**src/rtl/tmds_decoder_if.sv**
```systemverilog
// Decoder-side bundle: serial TMDS input plus the decoded word, strobe and lock status.
interface tmds_decoder_if;
   logic       ser;
   logic [7:0] data;
   logic       de;
   logic [1:0] ctrl;
   logic       valid;
   logic       locked;

   modport master (input ser, output data, output de, output ctrl, output valid, output locked);
   modport slave  (output ser, input data, input de, input ctrl, input valid, input locked);
endinterface

```
**src/rtl/tmds_decoder.sv**
```systemverilog
// Single-channel TMDS deserialiser: finds symbol alignment from control tokens,
// then decodes each 10-bit symbol into a pixel byte or a control value.
module tmds_decoder #(
   parameter int LOCK_COUNT = 4,
   parameter int TIMEOUT    = 1024
) (
   input  logic           clk,
   input  logic           reset_n,
   tmds_decoder_if.master bus
);
   localparam int TW = $clog2(TIMEOUT + 1);
   localparam logic [9:0] TOK_00 = 10'b1101010100;
   localparam logic [9:0] TOK_01 = 10'b0010101011;
   localparam logic [9:0] TOK_10 = 10'b0101010100;
   localparam logic [9:0] TOK_11 = 10'b1010101011;

   typedef enum logic [1:0] {SEARCH, VERIFY, LOCKED} state_t;

   state_t        state, state_nxt;
   logic [9:0]    sr_p0;
   logic [9:0]    win;
   logic [3:0]    bcnt;
   logic          boundary;
   logic          bcnt_clr;
   logic [3:0]    mcnt, mcnt_nxt;
   logic [TW-1:0] tcnt, tcnt_nxt;
   logic          capture;
   logic [9:0]    word_p1;
   logic          vld_p1;

   function automatic logic tok_hit(input logic [9:0] w);
      return (w == TOK_00) || (w == TOK_01) || (w == TOK_10) || (w == TOK_11);
   endfunction

   function automatic logic [1:0] tok_val(input logic [9:0] w);
      case (w)
         TOK_01:  return 2'b01;
         TOK_10:  return 2'b10;
         TOK_11:  return 2'b11;
         default: return 2'b00;
      endcase
   endfunction

   function automatic logic [7:0] tmds_decode(input logic [9:0] w);
      logic [7:0] d;
      logic [7:0] r;
      d    = w[9] ? ~w[7:0] : w[7:0];
      r[0] = d[0];
      for (int i = 1; i < 8; i++) r[i] = w[8] ? (d[i] ^ d[i-1]) : ~(d[i] ^ d[i-1]);
      return r;
   endfunction

   // The window includes the bit arriving on this edge, so a match lines up with the symbol's last bit.
   assign win        = {bus.ser, sr_p0[9:1]};
   assign boundary   = (bcnt == 4'd9);
   assign bus.locked = (state == LOCKED);

   always_comb begin
      state_nxt = state;
      mcnt_nxt  = mcnt;
      tcnt_nxt  = tcnt;
      bcnt_clr  = 1'b0;
      capture   = 1'b0;
      case (state)
         SEARCH: begin
            if (tok_hit(win)) begin
               bcnt_clr  = 1'b1;
               mcnt_nxt  = 4'd1;
               state_nxt = VERIFY;
            end
         end
         VERIFY: begin
            if (boundary) begin
               if (tok_hit(win)) begin
                  mcnt_nxt = mcnt + 4'd1;
                  if (mcnt + 4'd1 == 4'(LOCK_COUNT)) begin
                     state_nxt = LOCKED;
                     tcnt_nxt  = '0;
                  end
               end else begin
                  mcnt_nxt  = '0;
                  state_nxt = SEARCH;
               end
            end
         end
         LOCKED: begin
            capture = boundary;
            // Timeout bookkeeping runs one clk after the boundary, alongside the output update.
            if (vld_p1) begin
               if (tok_hit(word_p1)) begin
                  tcnt_nxt = '0;
               end else if (tcnt != TW'(TIMEOUT)) begin
                  tcnt_nxt = tcnt + 1'b1;
                  if (tcnt + 1'b1 == TW'(TIMEOUT)) state_nxt = SEARCH;
               end
            end
         end
         default: state_nxt = SEARCH;
      endcase
   end

   always_ff @(posedge clk or negedge reset_n) begin
      if (!reset_n) begin
         state     <= SEARCH;
         sr_p0     <= '0;
         bcnt      <= '0;
         mcnt      <= '0;
         tcnt      <= '0;
         word_p1   <= '0;
         vld_p1    <= 1'b0;
         bus.valid <= 1'b0;
         bus.data  <= '0;
         bus.de    <= 1'b0;
         bus.ctrl  <= '0;
      end else begin
         state   <= state_nxt;
         mcnt    <= mcnt_nxt;
         tcnt    <= tcnt_nxt;
         sr_p0   <= win;
         bcnt    <= (bcnt_clr || boundary) ? 4'd0 : bcnt + 4'd1;
         // stage p1: captured symbol waits one clk before decode
         vld_p1  <= capture;
         if (capture) word_p1 <= win;
         // stage p2: registered decoded outputs
         bus.valid <= vld_p1;
         if (vld_p1) begin
            if (tok_hit(word_p1)) begin
               bus.de   <= 1'b0;
               bus.ctrl <= tok_val(word_p1);
               bus.data <= '0;
            end else begin
               bus.de   <= 1'b1;
               bus.data <= tmds_decode(word_p1);
            end
         end
      end
   end
endmodule

```
**src/flat_wrapper.sv**
```systemverilog
// flat-port wrapper written by rule: the top's interface ports become plain ports
module tmds_decoder_flat 
#(
   parameter int LOCK_COUNT = 4,
   parameter int TIMEOUT    = 1024
)
  (clk, reset_n, bus_ser, bus_data, bus_de, bus_ctrl, bus_valid, bus_locked);
  tmds_decoder_if bus_i ();
  input  logic clk;
  input  logic reset_n;
  input wire logic [$bits(bus_i.ser)-1:0] bus_ser;
  output wire logic [$bits(bus_i.data)-1:0] bus_data;
  output wire logic [$bits(bus_i.de)-1:0] bus_de;
  output wire logic [$bits(bus_i.ctrl)-1:0] bus_ctrl;
  output wire logic [$bits(bus_i.valid)-1:0] bus_valid;
  output wire logic [$bits(bus_i.locked)-1:0] bus_locked;
  assign bus_i.ser = bus_ser;
  assign bus_data = bus_i.data;
  assign bus_de = bus_i.de;
  assign bus_ctrl = bus_i.ctrl;
  assign bus_valid = bus_i.valid;
  assign bus_locked = bus_i.locked;
  tmds_decoder #(.LOCK_COUNT(LOCK_COUNT), .TIMEOUT(TIMEOUT)) u_core (.clk(clk), .reset_n(reset_n), .bus(bus_i));
endmodule
```
**config.mk**
```make
export PLATFORM = sky130hd
export DESIGN_NAME = tmds_decoder_flat
export DESIGN_NICKNAME = d
export VERILOG_FILES = /design/src/rtl/tmds_decoder_if.sv /design/src/rtl/tmds_decoder.sv /design/src/flat_wrapper.sv
export SDC_FILE = /design/constraint.sdc
export NUM_CORES = 1
export LEC_CHECK = 0
export CORE_ASPECT_RATIO = 1.2
export CORE_MARGIN = 2
export CORE_UTILIZATION = 35
export CTS_BUF_LIST = sky130_fd_sc_hd__clkbuf_4 sky130_fd_sc_hd__clkbuf_8
export DETAILED_ROUTE_END_ITERATION = 10
export PLACE_DENSITY = 0.54
export SETUP_SLACK_MARGIN = 0.15
export SLEW_MARGIN = 5
export SYNTH_ARGS = -nofsm -noshare
export SYNTH_HDL_FRONTEND = slang
export SYNTH_SLANG_ARGS = --single-unit
```
**constraint.sdc**
```tcl
create_clock -name clk -period 2.6 [get_ports clk]
set_input_delay 0.52 -clock clk [delete_from_list [all_inputs] [get_ports clk]]
set_output_delay 0.52 -clock clk [all_outputs]
set_load 0.02 [all_outputs]
```
==> flow_summary.ini <==
[cts]
cts_tree = built
cts_setup_buffers = 0
clock_sinks = 53
post_cts_resized = 0
clockBufferDepth = 2
insertion_delay_ns = 0.31
htree_num_levels = 2
numCtsBuffers = 5
cts_root_buf = clkbuf_8
clk_pin_slew_worst_paths_ns = 0.11
hold_buffers = 0

[cells_and_area]
syn_to_final_growth_pct = 13.22
final_common_cell = dfrtp_1
most-common-layout-cells = dfrtp_1, nand2_1, inv_1, nand3_1
antennaDiodeCount = 0
num-nets-final = 295
drive_gt1_frac = 0.1158

[global_route]
grtUsageTotal = 0.1366
grt-ovfl-total = 0
antenna_found_initial = 0
grt_pass1_wl_um = 9432
grt_pass1_vias = 1907
grt_max_degree = 32

[worst_hold_path]
hold_path_class = in -> async

[timing]
fin_ws_ns = 0.2622
finalCriticalPeriod_ns = 2.338
finalHoldViolCount = 0
max_freq_mhz = 427.8
relSlewSlack = 0.6226
min_period_over_period = 0.8991
tightest_slew_ns = 0.5619
fin_tns_setup_ns = 0
rsz0062_at_grt = false
setup_violations = 0
fin_worst_skew_ns = 0.006734
finalMaxSlewViolations = 0

[floorplan]
row_count = 35
num_io_pins = 16
die_x_um = 84.70
start_util = 0.3589
die-area_mm2 = 0.008541
core-area_mm2 = 0.007620
die_h_um = 100.8

[logic_synthesis]
synth_edf_count = 0
ys_ff_latch = 53
synthArstFlopShare = 1.000
synth.distinct_cells = 54
syn_avg_cell_area_um2 = 10.21
yosysWarnings = 0
syn_nets = 279
syn_inst = 268
syn_area_mm2 = 0.002735
ys_seq_area_frac = 0.4849
synth_ff_type = dfrtp_1

[critical_path]
crit_path_start_kind = flop
cp_max_fo = 12
worstPathRequired_ns = 2.08
worstPathArrival_ns = 1.82
crit_type = reg -> out
worst_setup_path_end_kind = primary output

[place]
pre_cts_ws_ns = 0.3788
place.gp.congestion = 0.7615
dp.final_hpwl_um = 3920
numPortBuffers = 15

[pwr]
intPower_mw = 1.150
seq_power_share = 0.574
power_frac_clock = 0.314
pwr-share-comb = 0.112
cellPowerDensity_mw_per_mm2 = 519.3
p_switching_uw = 458.7
ir_worst_vdd_mv = 0.2633
power_leakage_nw = 1.307
switching_share = 0.2852

[route]
postRouteAntennaNets = 0
routed_wl_um = 5381
post-route-drc-count = 0
num_vias = 2006
routed_via_density = 5.321
initialDrtViolationCount = 64
drt_first_pass_iters = 4
wl_per_cell_um = 14.27

[run_status]
outcome = finished, final reports clean

[flow_run]
drv_cap = 0
==> logic make-up after synthesis <==
group                      synth area share
muxes                               0.03294
DFF                                  0.4849
adders and majority gates           0.03660
buffers and inverters               0.04163
and+or+nand+nor                      0.2155
xor gates and xnor gates            0.04163
AOI/OAI and AO/OA                    0.1469
==> layout make-up <==
| class | count | area (µm²) |
|---|---|---|
| timing repair buffer | 20 | 195.2 |
| fill | 756 | 4523 |
| sequential | 53 | 1326 |
| clock buffer | 5 | 68.82 |
| multi-input combinational | 186 | 1295 |
| inverter | 18 | 67.56 |
| tap | 92 | 115.1 |
| clock inverter | 3 | 28.78 |
==> synthesized netlist by cell type, types with 6 or more instances <==
library cell  number  area share
nand3_1           17       0.031
ha_1               8       0.037
nand2b_1           9       0.021
mux2_2             8       0.033
xnor2_1            8       0.026
and3_1             6       0.014
nor2_1            15       0.021
a31oi_1            6       0.014
clkbuf_1           8       0.011
o21ai_0           15       0.027
a21oi_1           11       0.020
dfrtp_1           53        0.48
inv_1             18       0.025
nand2_1           19       0.026
==> power by group through the flow <==
| stage | combinational, mW | clock, mW | sequential [mW] |
|---|---|---|---|
| final | 0.181 | 0.505 | 0.922 |
| after global routing | 0.216 | 0.563 | 0.934 |
| after CTS | 0.186 | 0.531 | 0.924 |
| after detailed placement | 0.185 | 0 | 0.941 |
| after global placement | 0.182 | 0 | 0.940 |
| after floorplan | 0.142 | 0 | 0.922 |
==> metrics by stage <==
stage,cell area (µm²),utilization,hold WS (ns),total power [mW],instances
floorplan,2735,-,0.2244,1.065,268
global placement,2999,0.3936,0.4148,1.121,369
detailed placement,2999,0.3936,0.4059,1.125,369
CTS,3097,0.4064,0.1886,1.641,377
global route,3097,0.4064,0.2028,1.713,377
finish,3097,0.4064,0.1720,1.608,377
==> final timing paths <==
kind | slack, ns | depth (start not counted) | startpoint | endpoint
max | 0.26 | 3 | u_core.state[0]$_DFFE_PN0P_ | bus_locked
min | 0.17 | 1 | reset_n | u_core.bus.data[4]$_DFFE_PN0P_
max reg2reg | 0.35 | 7 | u_core.word_p1[0]$_DFFE_PN0P_ | u_core.tcnt[3]$_DFFE_PN0P_
min reg2reg | 0.43 | 0 | u_core.sr_p0[3]$_DFF_PN0_ | u_core.sr_p0[2]$_DFF_PN0_
max in group asynchronous | 1.88 | 2 | reset_n | u_core.bcnt[3]$_DFF_PN0_
min in group clk | 0.43 | 0 | u_core.sr_p0[3]$_DFF_PN0_ | u_core.sr_p0[2]$_DFF_PN0_
==> critical path, cell delays in order (launching register included) <==
cell,delay (ns)
dfrtp_1,0.52
nand2b_1,0.27
inv_1,0.12
clkdlybuf4s50_1,0.60
==> routing by layer <==
| layer | share of wire | vias up | wire (µm) | track usage |
|---|---|---|---|---|
| met5 | 0 | - | 0 | 0 |
| met4 | 0.018 | 0 | 99 | 0.05861 |
| met3 | 0.032 | 6 | 174 | 0.02293 |
| met2 | 0.47 | 35 | 2510 | 0.2180 |
| met1 | 0.48 | 961 | 2597 | 0.1835 |
| li1 | - | 1004 | - | - |
==> registers in the layout, summed over array words and instances, names as in the netlist <==
signal and count:
u_core.tcnt 11, u_core.word_p1 10, u_core.sr_p0 9, u_core.bus.data 8, u_core.bcnt 4, u_core.mcnt 4
u_core.bus.ctrl 2, u_core.state 2, u_core.bus.de 1, u_core.bus.valid 1, u_core.vld_p1 1
No activity file was read; power rests on OpenSTA's default activity.
